==> src/rtl/branch_resolver.sv <==
// rtl/branch_resolver.sv - in-order branch resolution, predictor update, flush/redirect and stats
// Tracks in-flight branch predictions in a small FIFO and resolves them oldest-first.
module branch_resolver #(
  parameter int DEPTH    = 4,
  parameter int PTR_BITS = 2,
  parameter int IDX_BITS = 4
) (
  input  logic                Clock,
  input  logic                Reset,
  input  logic                F_Branch,
  input  logic                F_Prediction,
  input  logic [31:0]         F_PC,
  output logic                Stall,
  input  logic                E_Resolve,
  input  logic                E_Taken,
  input  logic [31:0]         E_Target,
  output logic                Upd_Valid,
  output logic [1:0]          pred_actual,
  output logic [IDX_BITS-1:0] Upd_Index,
  output logic                Flush,
  output logic [31:0]         Redirect_PC,
  output logic [15:0]         Branch_Count,
  output logic [15:0]         Mispred_Count,
  output logic                Err
);

  logic                r_pred [DEPTH];
  logic [IDX_BITS-1:0] r_idx  [DEPTH];
  logic [31:0]         r_ft   [DEPTH];

  logic [PTR_BITS-1:0] r_wr_ptr;
  logic [PTR_BITS-1:0] r_rd_ptr;
  logic [PTR_BITS:0]   r_count;

  logic                r_upd_valid;
  logic [1:0]          r_pred_actual;
  logic [IDX_BITS-1:0] r_upd_index;
  logic                r_flush;
  logic [31:0]         r_redirect_pc;
  logic [15:0]         r_branch_count;
  logic [15:0]         r_mispred_count;
  logic                r_err;

  logic w_empty;
  logic w_full;
  logic w_pop;
  logic w_push;
  logic w_head_pred;
  logic w_mispred;

  assign w_empty     = (r_count == '0);
  assign w_full      = (r_count == (PTR_BITS+1)'(DEPTH));
  assign w_pop       = E_Resolve & ~w_empty;
  assign Stall       = F_Branch & w_full & ~w_pop;
  assign w_push      = F_Branch & ~Stall;
  assign w_head_pred = r_pred[r_rd_ptr];
  assign w_mispred   = w_pop & (w_head_pred != E_Taken);

  // Entry storage needs no reset: occupancy alone decides which slots are live.
  always_ff @(posedge Clock) begin
    if (w_push && !w_mispred) begin
      r_pred[r_wr_ptr] <= F_Prediction;
      r_idx[r_wr_ptr]  <= F_PC[IDX_BITS-1:0];
      r_ft[r_wr_ptr]   <= F_PC + 32'd4;
    end
  end

  always_ff @(posedge Clock or negedge Reset) begin
    if (!Reset) begin
      r_wr_ptr        <= '0;
      r_rd_ptr        <= '0;
      r_count         <= '0;
      r_upd_valid     <= 1'b0;
      r_pred_actual   <= 2'b00;
      r_upd_index     <= '0;
      r_flush         <= 1'b0;
      r_redirect_pc   <= 32'd0;
      r_branch_count  <= 16'd0;
      r_mispred_count <= 16'd0;
      r_err           <= 1'b0;
    end else begin
      r_upd_valid <= w_pop;
      r_flush     <= w_mispred;
      if (E_Resolve && w_empty)
        r_err <= 1'b1;

      if (w_pop) begin
        r_pred_actual <= {w_head_pred, E_Taken};
        r_upd_index   <= r_idx[r_rd_ptr];
        if (r_branch_count != 16'hFFFF)
          r_branch_count <= r_branch_count + 16'd1;
      end

      // A mispredict squashes every younger entry, including one arriving this cycle.
      if (w_mispred) begin
        r_redirect_pc <= E_Taken ? E_Target : r_ft[r_rd_ptr];
        if (r_mispred_count != 16'hFFFF)
          r_mispred_count <= r_mispred_count + 16'd1;
        r_wr_ptr <= '0;
        r_rd_ptr <= '0;
        r_count  <= '0;
      end else begin
        if (w_push)
          r_wr_ptr <= r_wr_ptr + PTR_BITS'(1);
        if (w_pop)
          r_rd_ptr <= r_rd_ptr + PTR_BITS'(1);
        if (w_push && !w_pop)
          r_count <= r_count + (PTR_BITS+1)'(1);
        else if (w_pop && !w_push)
          r_count <= r_count - (PTR_BITS+1)'(1);
      end
    end
  end

  assign Upd_Valid     = r_upd_valid;
  assign pred_actual   = r_pred_actual;
  assign Upd_Index     = r_upd_index;
  assign Flush         = r_flush;
  assign Redirect_PC   = r_redirect_pc;
  assign Branch_Count  = r_branch_count;
  assign Mispred_Count = r_mispred_count;
  assign Err           = r_err;

endmodule

==> config.mk <==
export PLATFORM = sky130hd
export DESIGN_NAME = branch_resolver
export DESIGN_NICKNAME = d
export VERILOG_FILES = /design/src/rtl/branch_resolver.sv
export SDC_FILE = /design/constraint.sdc
export NUM_CORES = 1
export LEC_CHECK = 0
export BUFFER_PORTS_ARGS = -buffer_cell sky130_fd_sc_hd__buf_2
export CAP_MARGIN = 10
export CORE_MARGIN = 5
export CORE_UTILIZATION = 57
export DETAILED_ROUTE_END_ITERATION = 8
export PLACE_DENSITY = 0.78
export SETUP_SLACK_MARGIN = 0.3
export SYNTH_ARGS = -nofsm -noshare
export SYNTH_HDL_FRONTEND = slang
export SYNTH_SLANG_ARGS = --single-unit
==> constraint.sdc <==
create_clock -name Clock -period 3.6 [get_ports Clock]
set_clock_uncertainty 0.2 [all_clocks]
set_input_delay 0.18 -clock Clock [delete_from_list [all_inputs] [get_ports Clock]]
set_output_delay 0.18 -clock Clock [all_outputs]
set_load 0.1 [all_outputs]
==> results.py, run 1 <==
metrics = {
    "run_status": {
        "status": "finished, final reports clean",
    },
    "drt": {
        "met3RoutedLength_um": 1316,
        "wl_per_cell_um": 20.33,
        "drc_errors": 0,
        "ant_nets": 0,
        "wirelength_um": 22080,
        "vias": 6252,
        "wl_met1_um": 8508,
        "wl_met2_um": 11360,
        "dr.pass1.iters": 5,
        "top_layer_used": "met4",
        "drtIter0Drc": 460,
        "vias_per_cell": 5.757,
    },
    "cts": {
        "clkLatencyLatePin_ns": 0.50,
        "clkSlewWorstSetupHoldPaths_ns": 0.07,
        "cts_buffers": 21,
        "cts_htree_levels": 1,
        "cts-root-buf": "clkbuf_16",
        "cts_tree": "built",
        "clock_path_buffers": 3,
        "cts.sink_count": 220,
    },
    "worst_setup_path": {
        "critPathLaunchType": "input port",
        "cp.arrival_ns": 3.22,
        "max_stage_delay_ns": 0.96,
        "reg2regPathDepth": 9,
        "reg2reg_slack_ns": 0.72,
        "r2r_start": "r_count[2]$_DFFE_PN0P_",
        "cp-end-kind": "register",
        "critPathBufInv": 3,
        "r2r-end": "r_count[2]$_DFFE_PN0P_",
        "crit_slowest_cell": "nor4_1",
        "critPathMaxFanout": 6,
        "worstSetupPathType": "in -> reg",
        "required_ns": 3.63,
        "crit_family": "simple AND/OR/NAND/NOR gates",
        "worstPathCellList": "dlygate4sd3_1, buf_2, nand4_1, or2_0, nor4_1, nand4_1, xnor2_1, dlygate4sd3_1",
    },
    "power_and_ir_drop": {
        "vdd_drop_max_mv": 0.6306,
        "switching_power_w": 0.004512,
        "p_leak_nw": 4.630,
        "powerDensity_mw_per_mm2": 871.5,
        "switching_share_pct": 44.16,
        "internal_power_w": 0.005704,
        "pwr-share-seq_pct": 36.3,
        "power_frac_clock_pct": 22.6,
        "share_comb_of_total_power_pct": 41.0,
    },
    "layout": {
        "layout_commonest_cell": "buf_2",
        "syn_to_final_growth_pct": 25.41,
        "nNetsFinal": 931,
        "drive_gt1_share_pct": 26.61,
        "layout_common_cells": "142 x buf_2, 140 x edfxtp_1, 78 x dfrtp_1",
    },
    "floorplan": {
        "initial_utilization_pct": 58.41,
        "dieArea_mm2": 0.01906,
        "fp.dieW_um": 138.1,
        "rows": 46,
        "die_h_um": 138.1,
        "ios": 144,
        "core_mm2": 0.01600,
    },
    "yosys": {
        "synth_top_area_share_pct": 44.98,
        "ys_seq_area_share_pct": 66.40,
        "async_flop_share_pct": 36.36,
        "synthCells": 634,
        "ys.flop_type": "edfxtp_1",
        "netlist-cell-type-count": 45,
        "synth_warnings": 0,
        "mappedNetlistArea_mm2": 0.009346,
        "syn_avg_cell_area_um2": 14.74,
        "ys_ff_latch": 220,
        "synth_top_area_cell": "edfxtp_1",
        "synth_edf_count": 140,
        "synth_area_leaders": "edfxtp_1 45%, dfrtp_1 21%, mux4_2 8.2%",
        "synth_fp_nets": 712,
    },
    "placed_design": {
        "gp_congestion": 0.8692,
        "dp_hpwl_um": 13470,
        "io_buffer_count": 143,
    },
    "global_routing": {
        "grt_usage_pct": 22.42,
        "grt_pass1_vias": 6393,
        "grt_overflow": 0,
        "antenna_found_initial": 1,
        "grt_max_degree": 87,
        "grt_first_pass_wirelength_um": 34510,
    },
    "timing": {
        "hold_viol": 0,
        "maxSlewViolCount": 0,
        "worst_pin_slew_ns": 1.089,
        "slew_headroom_pct": 26.76,
        "fin_crit_ns": 3.190,
        "tns_ns": 0,
        "rsz0062_at_grt": "no",
        "period_share_pct": 88.62,
        "setup_viol": 0,
        "worst_hold_slack_ns": 0.2259,
        "fmax_mhz": 313.5,
    },
    "min_path": {
        "holdCritPathClass": "in -> async",
    },
    "flow_run": {
        "cap_violations": 0,
    },
}
## stage by stage
stage                     cell area (µm²)  util (%)  total power, W  setup WS (ns)  std cells
after floorplan                      9346         -        0.006983         0.7278        634
after global placement              10280     64.23        0.007692         0.8682        974
after detailed placement            10280     64.23        0.007834         0.7625        974
after CTS                           11720     73.22         0.01020         0.4845       1084
after global routing                11720     73.24         0.01061         0.3236       1085
final                               11720     73.26         0.01022         0.4097       1086
## layer usage
layer | vias up | global-route usage [%]
li1 | 2796 | -
met1 | 3082 | 28.44
met2 | 295 | 38.62
met3 | 79 | 3.621
met4 | 0 | 9.568
met5 | - | 0
## kinds of logic after synthesis
| family | count (synthesis) | synth area share, % |
|---|---|---|
| AO/OA/AOI/OAI | 53 | 3.387 |
| multiplexers | 75 | 12.64 |
| AND/OR/NAND/NOR | 187 | 9.558 |
| XOR/XNOR | 56 | 5.248 |
| flip-flops | 220 | 66.40 |
| buffers and inverters | 35 | 1.620 |
| adder cells (fa/ha/maj) | 8 | 1.151 |
## what timing repair did
action | in CTS | in global routing
hold buffers | 72 | 0
setup buffers | 0 | 0
gates resized for setup | 0 | 0
endpoints found under the hold margin | 258 | 0
## state kept, by name, indices dropped and copies added, names as in the netlist, 3 cells and up
signal	count
r_idx	8
r_pred	4
r_count	3
Mispred_Count	16
Upd_Index	4
Branch_Count	16
Redirect_PC	32
r_ft	128
## worst max path at each step
stage | from | endpoint | slack, ns | depth (start not counted)
2_1_floorplan | r_count[0]$_DFFE_PN0P_ | r_ft[0][0]$_DFFE_PP_ | 0.73 | 6
3_3_place_gp | r_count[0]$_DFFE_PN0P_ | r_ft[0][18]$_DFFE_PP_ | 0.87 | 6
3_5_place_dp | r_rd_ptr[0]$_DFFE_PN0P_ | r_ft[1][18]$_DFFE_PP_ | 0.76 | 4
4_1_cts | F_PC[11] | r_ft[1][31]$_DFFE_PP_ | 0.48 | 8
5_1_grt | F_PC[11] | r_ft[1][31]$_DFFE_PP_ | 0.32 | 8
6_report | F_PC[11] | r_ft[1][31]$_DFFE_PP_ | 0.41 | 8
## power groups by stage
stage          Clock, W  Sequential [W]  Combinational [W]
6_report        0.00231         0.00371            0.00419
5_1_grt         0.00245         0.00378            0.00438
4_1_cts         0.00232         0.00369            0.00419
3_5_place_dp          0         0.00373            0.00410
3_3_place_gp          0         0.00368            0.00401
2_1_floorplan         0         0.00564            0.00134
## cells in the mapped netlist (all sizes together) (5+ instances only)
cell type  number
nor2           66
xor2           17
a21oi          38
nand2          42
nand3          23
nand4          17
edfxtp        140
buf            14
mux2i          37
nor3            5
xnor2          39
and3            9
inv            11
dfrtp          80
clkbuf         10
ha              7
mux4           34
## area by class of cell
| class | instances | area (µm²) |
|---|---|---|
| tap | 216 | 270.3 |
| antenna | 2 | 5.005 |
| multi-input combinational | 379 | 3002 |
| fill | 996 | 4279 |
| timing repair buffer | 220 | 1476 |
| clock buffer | 28 | 561.8 |
| inverter | 11 | 41.29 |
| sequential | 220 | 6208 |
| clock inverter | 10 | 156.4 |
Power figures use the tool's default switching activity.
==> run 2: changes to the inputs <==
--- a/config.mk
+++ b/config.mk
@@ -9,6 +9,7 @@
 export CAP_MARGIN = 10
 export CORE_MARGIN = 5
 export CORE_UTILIZATION = 57
+export CTS_BUF_LIST = sky130_fd_sc_hd__clkbuf_16
 export DETAILED_ROUTE_END_ITERATION = 8
 export PLACE_DENSITY = 0.78
 export SETUP_SLACK_MARGIN = 0.3
==> run 2 against run 1 <==
Final area barely moved. Setup slack gained 0.024 ns. Maximum frequency rose by 0.76%. Sequential share of layout area barely moved.
==> results.py, run 2 (synthesis results as in run 1) <==
metrics = {
    "worst_setup_path": {
        "cp.arrival_ns": 3.19,
        "reg2reg_slack_ns": 0.72,
        "required_ns": 3.63,
        "r2r-end": "r_count[2]$_DFFE_PN0P_",
        "cp-end-kind": "register",
        "r2r_start": "r_count[2]$_DFFE_PN0P_",
        "critPathMaxFanout": 6,
        "worstSetupPathType": "in -> reg",
        "critPathLaunchType": "input port",
        "reg2regPathDepth": 9,
    },
    "placed_design": {
        "gp_congestion": 0.8692,
        "place_ws_ns": 0.7625,
        "dp_cells": 974,
        "dp_hpwl_um": 13470,
        "io_buffer_count": 143,
    },
    "cts": {
        "cts.sink_count": 220,
        "clkSlewWorstSetupHoldPaths_ns": 0.07,
        "cts-root-buf": "clkbuf_16",
        "cts_resized": 0,
        "clock_path_buffers": 3,
        "cts_tree": "built",
        "cts_htree_levels": 1,
        "cts_setup_buffers": 0,
        "clkLatencyLatePin_ns": 0.50,
        "cts_buffers": 21,
        "ctsHoldBuffers": 72,
    },
    "timing": {
        "setup_viol": 0,
        "rsz0062_at_grt": "no",
        "slew_headroom_pct": 29.37,
        "setup_slack_ns": 0.4338,
        "fmax_mhz": 315.8,
        "tns_ns": 0,
        "worst_pin_slew_ns": 1.050,
        "maxSlewViolCount": 0,
        "worst_hold_slack_ns": 0.2216,
        "hold_viol": 0,
        "fin_crit_ns": 3.166,
        "period_share_pct": 87.95,
    },
    "power_and_ir_drop": {
        "p_leak_nw": 4.649,
        "vdd_drop_max_mv": 0.6310,
        "share_comb_of_total_power_pct": 41.1,
        "pwr-share-seq_pct": 36.5,
        "powerDensity_mw_per_mm2": 868.9,
        "power_frac_clock_pct": 22.4,
        "internal_power_w": 0.005666,
        "switching_share_pct": 44.32,
        "switching_power_w": 0.004510,
    },
    "layout": {
        "fillCellCount": 997,
        "stdcell_count": 1086,
        "layout_commonest_cell": "buf_2",
        "finish.utilization_pct": 73.19,
        "syn_to_final_growth_pct": 25.30,
        "largest_reg_flops": 128,
        "multi_input_area_mm2": 0.003002,
        "nNetsFinal": 931,
        "regMostFlops": "r_ft",
        "drive_gt1_share_pct": 26.50,
        "layout_common_cells": "142 x buf_2, 140 x edfxtp_1, 78 x dfrtp_1",
        "regArea_mm2": 0.006208,
    },
    "global_routing": {
        "grt_first_pass_wirelength_um": 34530,
        "grt_overflow": 0,
        "antenna_found_initial": 1,
        "grt_max_degree": 87,
        "grt_pass1_vias": 6392,
        "grt_usage_pct": 22.44,
    },
    "drt": {
        "wirelength_um": 21990,
        "vias_per_cell": 5.727,
        "wl_per_cell_um": 20.25,
        "dr.pass1.iters": 5,
        "ant_nets": 0,
        "drtIter0Drc": 436,
        "drc_errors": 0,
        "vias": 6219,
    },
    "floorplan": {
        "die_h_um": 138.1,
        "ios": 144,
        "fp.dieW_um": 138.1,
        "rows": 46,
        "core_mm2": 0.01600,
        "dieArea_mm2": 0.01906,
        "initial_utilization_pct": 58.41,
    },
    "run_status": {
        "status": "finished, final reports clean",
    },
    "flow_run": {
        "cap_violations": 0,
    },
    "min_path": {
        "holdCritPathClass": "in -> async",
    },
}
[run 2: cell types whose count changed in the layout (fill, tap and decap cells not counted), sizes merged]
cell / previous run / this run
clkinv: 5 / 6
inv: 12 / 18
clkbuf: 28 / 21
[run 2: layer usage]
metal | vias up | share of wire (%) | GRT usage, %
met5 | - | 0 | 0
met2 | 269 | 52 | 38.75
met4 | 0 | 3.8 | 9.412
met3 | 71 | 6.1 | 3.586
met1 | 3081 | 38 | 28.47
li1 | 2798 | - | -
[run 2: critical path, cell delays in order]
cell and delay (ns):
dlygate4sd3_1 0.52, buf_2 0.15, nand4_1 0.12, or2_0 0.32, nor4_1 0.93, nand4_1 0.22, xnor2_1 0.17, dlygate4sd3_1 0.59
[run 2: how the worst max path moves through the flow]
stage                       startpoint               endpoint  cells past startpoint
5_1_grt                       F_PC[11]  r_ft[1][31]$_DFFE_PP_                      8
4_1_cts                       F_PC[11]  r_ft[1][31]$_DFFE_PP_                      8
2_1_floorplan   r_count[0]$_DFFE_PN0P_   r_ft[0][0]$_DFFE_PP_                      6
3_3_place_gp    r_count[0]$_DFFE_PN0P_  r_ft[0][18]$_DFFE_PP_                      6
3_5_place_dp   r_rd_ptr[0]$_DFFE_PN0P_  r_ft[1][18]$_DFFE_PP_                      4
6_report                      F_PC[11]  r_ft[2][31]$_DFFE_PP_                      8
[run 2: final cells by class]
class,count,area share [%]
flip-flops and latches,220,53.01
multi-input cells,379,25.63
repair buffers,220,12.61
clock buffers,21,4.487
well taps,216,2.308
clock inverters,17,1.560
inverters,11,0.3526
diodes,2,0.04274
[run 2: through the flow]
stage	total power, W	area [µm²]
after CTS	0.01016	11710
after global placement	0.007692	10280
after global routing	0.01057	11710
final	0.01018	11710
after floorplan	0.006983	9346
after detailed placement	0.007834	10280
[run 2: power groups by stage]
stage          logic (W)  clock network (W)  registers [W]
2_1_floorplan    0.00134                  0        0.00564
3_3_place_gp     0.00401                  0        0.00368
3_5_place_dp     0.00410                  0        0.00373
4_1_cts          0.00419            0.00228        0.00369
5_1_grt          0.00438            0.00241        0.00378
6_report         0.00419            0.00228        0.00371
==> run 3: changes to the inputs <==
--- a/config.mk
+++ b/config.mk
@@ -8,10 +8,11 @@
 export BUFFER_PORTS_ARGS = -buffer_cell sky130_fd_sc_hd__buf_2
 export CAP_MARGIN = 10
 export CORE_MARGIN = 5
-export CORE_UTILIZATION = 57
+export CORE_UTILIZATION = 29
 export CTS_BUF_LIST = sky130_fd_sc_hd__clkbuf_16
+export CTS_CLUSTER_SIZE = 24
 export DETAILED_ROUTE_END_ITERATION = 8
-export PLACE_DENSITY = 0.78
+export PLACE_DENSITY = 0.44
 export SETUP_SLACK_MARGIN = 0.3
 export SYNTH_ARGS = -nofsm -noshare
 export SYNTH_HDL_FRONTEND = slang
==> constraint.sdc (replaced) <==
create_clock -name Clock -period 3.9 [get_ports Clock]
set_clock_uncertainty 0.2 [all_clocks]
set_input_delay 0.195 -clock Clock [delete_from_list [all_inputs] [get_ports Clock]]
set_output_delay 0.195 -clock Clock [all_outputs]
set_load 0.1 [all_outputs]
==> run 3 against run 2 <==
Clock power shrank 9.6%. Critical endpoint is now r_ft[1][31]$_DFFE_PP_. Largest power group unchanged. Critical path type unchanged. Largest cell class unchanged. Sequential power shrank 9.4%. Sequential cell count is the same. Setup slack gained 0.53 ns. Via count shrank 3.7%. Sequential share of layout area shrank 1.4 points. Highest routed layer unchanged.
==> results.py, run 3 (synthesis results as in run 1) <==
metrics = {
    "cts": {
        "cts_setup_buffers": 0,
        "cts-root-buf": "clkbuf_16",
        "cts_htree_levels": 1,
        "clkLatencyLatePin_ns": 0.51,
        "clock_path_buffers": 3,
        "clkSlewWorstSetupHoldPaths_ns": 0.06,
        "cts_tree": "built",
        "ctsHoldBuffers": 73,
        "cts_buffers": 25,
        "cts_resized": 0,
        "cts.sink_count": 220,
    },
    "timing": {
        "worst_pin_slew_ns": 0.8926,
        "rsz0062_at_grt": "no",
        "hold_viol": 0,
        "fmax_mhz": 340.4,
        "slew_headroom_pct": 40.49,
        "period_share_pct": 75.34,
        "fin_crit_ns": 2.938,
        "setup_viol": 0,
        "tns_ns": 0,
        "maxSlewViolCount": 0,
    },
    "placed_design": {
        "dp_hpwl_um": 15470,
        "io_buffer_count": 143,
        "dp_cells": 1169,
        "gp_congestion": 0.7694,
        "dpl_cell_area_mm2": 0.01058,
    },
    "layout": {
        "drive_gt1_share_pct": 27.12,
        "stdcell_count": 1288,
        "design_area_mm2": 0.01202,
        "layout_commonest_cell": "buf_2",
        "layout_common_cells": "142 x buf_2, 140 x edfxtp_1, 78 x dfrtp_1",
        "nNetsFinal": 945,
        "regMostFlops": "r_ft",
        "largest_reg_flops": 128,
        "finish.utilization_pct": 37.91,
        "syn_to_final_growth_pct": 28.63,
    },
    "floorplan": {
        "fp.dieW_um": 189.5,
        "rows": 65,
        "die_h_um": 189.5,
        "initial_utilization_pct": 29.47,
        "core_mm2": 0.03172,
        "dieArea_mm2": 0.03592,
        "ios": 144,
    },
    "global_routing": {
        "antenna_found_initial": 0,
        "grt_overflow": 0,
        "grt_max_degree": 87,
        "grt_first_pass_wirelength_um": 35830,
        "grt_usage_pct": 12.55,
        "grt_pass1_vias": 6275,
    },
    "run_status": {
        "status": "finished, final reports clean",
    },
    "drt": {
        "wl_per_cell_um": 17.73,
        "drtIter0Drc": 271,
        "vias": 5991,
        "wl_met2_um": 10600,
        "drc_errors": 0,
        "ant_nets": 0,
        "wl_met1_um": 10610,
        "wirelength_um": 22840,
        "met3RoutedLength_um": 1241,
        "top_layer_used": "met4",
        "dr.pass1.iters": 5,
        "vias_per_cell": 4.651,
    },
    "power_and_ir_drop": {
        "vdd_drop_max_mv": 0.4704,
        "pwr-share-seq_pct": 36.0,
        "internal_power_w": 0.005165,
        "p_leak_nw": 4.721,
        "finalPower_w": 0.009337,
        "powerDensity_mw_per_mm2": 776.6,
        "share_comb_of_total_power_pct": 41.9,
        "switching_share_pct": 44.69,
        "power_frac_clock_pct": 22.1,
        "switching_power_w": 0.004173,
    },
    "worst_setup_path": {
        "max_stage_delay_ns": 0.65,
        "critPathMaxFanout": 6,
        "worstSetupPathType": "in -> reg",
        "worstPathCellList": "dlygate4sd3_1, buf_2, nand4_1, or2_0, nor4_1, nand4_1, xnor2_1, dlygate4sd3_1",
        "critPathLaunchType": "input port",
        "required_ns": 3.94,
        "cp.arrival_ns": 2.98,
        "reg2reg_slack_ns": 1.11,
        "cp-end-kind": "register",
        "crit_slowest_cell": "nor4_1",
    },
    "flow_run": {
        "cap_violations": 0,
    },
    "min_path": {
        "holdCritPathClass": "in -> reg",
    },
}
==> run 3: through the flow <==
step / hold slack [ns] / worst slack (ns)
floorplan: -0.3006 / 1.028
global placement: 0.1313 / 1.140
detailed placement: 0.1552 / 1.156
CTS: 0.006584 / 0.9398
global route: 0.05336 / 0.7132
finish: 0.04957 / 0.9619
==> run 3: path summary, 6_finish.rpt <==
| check | cells past startpoint | end | start |
|---|---|---|---|
| worst max-delay path | 8 | r_ft[1][31]$_DFFE_PP_ | F_PC[11] |
| worst min-delay path | 3 | r_ft[0][15]$_DFFE_PP_ | F_PC[15] |
| worst max register to register | 5 | Redirect_PC[0]$_DFFE_PN0P_ | r_rd_ptr[0]$_DFFE_PN0P_ |
| worst min register to register | 2 | pred_actual[0]$_DFFE_PN0N_ | pred_actual[0]$_DFFE_PN0N_ |
| max in group asynchronous | 3 | Redirect_PC[17]$_DFFE_PN0P_ | Reset |
| min in group asynchronous | 2 | Branch_Count[4]$_DFFE_PN0P_ | Reset |
==> run 3: worst max-delay path, delay by kind of cell <==
kind / cells / cell delay, ns
XOR/XNOR: 1 / 0.17
buffers and inverters: 3 / 1.30
AND/OR/NAND/NOR: 4 / 1.32
==> run 3: layout make-up <==
cell class / count / area (µm²)
clock inverter: 20 / 86.33
multi-input combinational: 379 / 3002
timing repair buffer: 230 / 1554
inverter: 11 / 41.29
antenna: 1 / 2.502
clock buffer: 25 / 625.6
fill: 3028 / 19700
sequential: 220 / 6208
tap: 402 / 503.0
==> run 3: power by group through the flow <==
stage	clock (W)	sequential (W)	combinational, W
after floorplan	0	0.00521	0.00124
after CTS	0.00215	0.00336	0.00398
after detailed placement	0	0.00340	0.00390
after global placement	0	0.00338	0.00387
after global routing	0.00225	0.00342	0.00415
final	0.00206	0.00336	0.00392
==> run 3: metal layers <==
metal	global-route usage, %	vias to the layer above
li1	-	2832
met1	17.81	2962
met2	20.35	167
met3	2.378	30
met4	2.421	0
met5	0	-
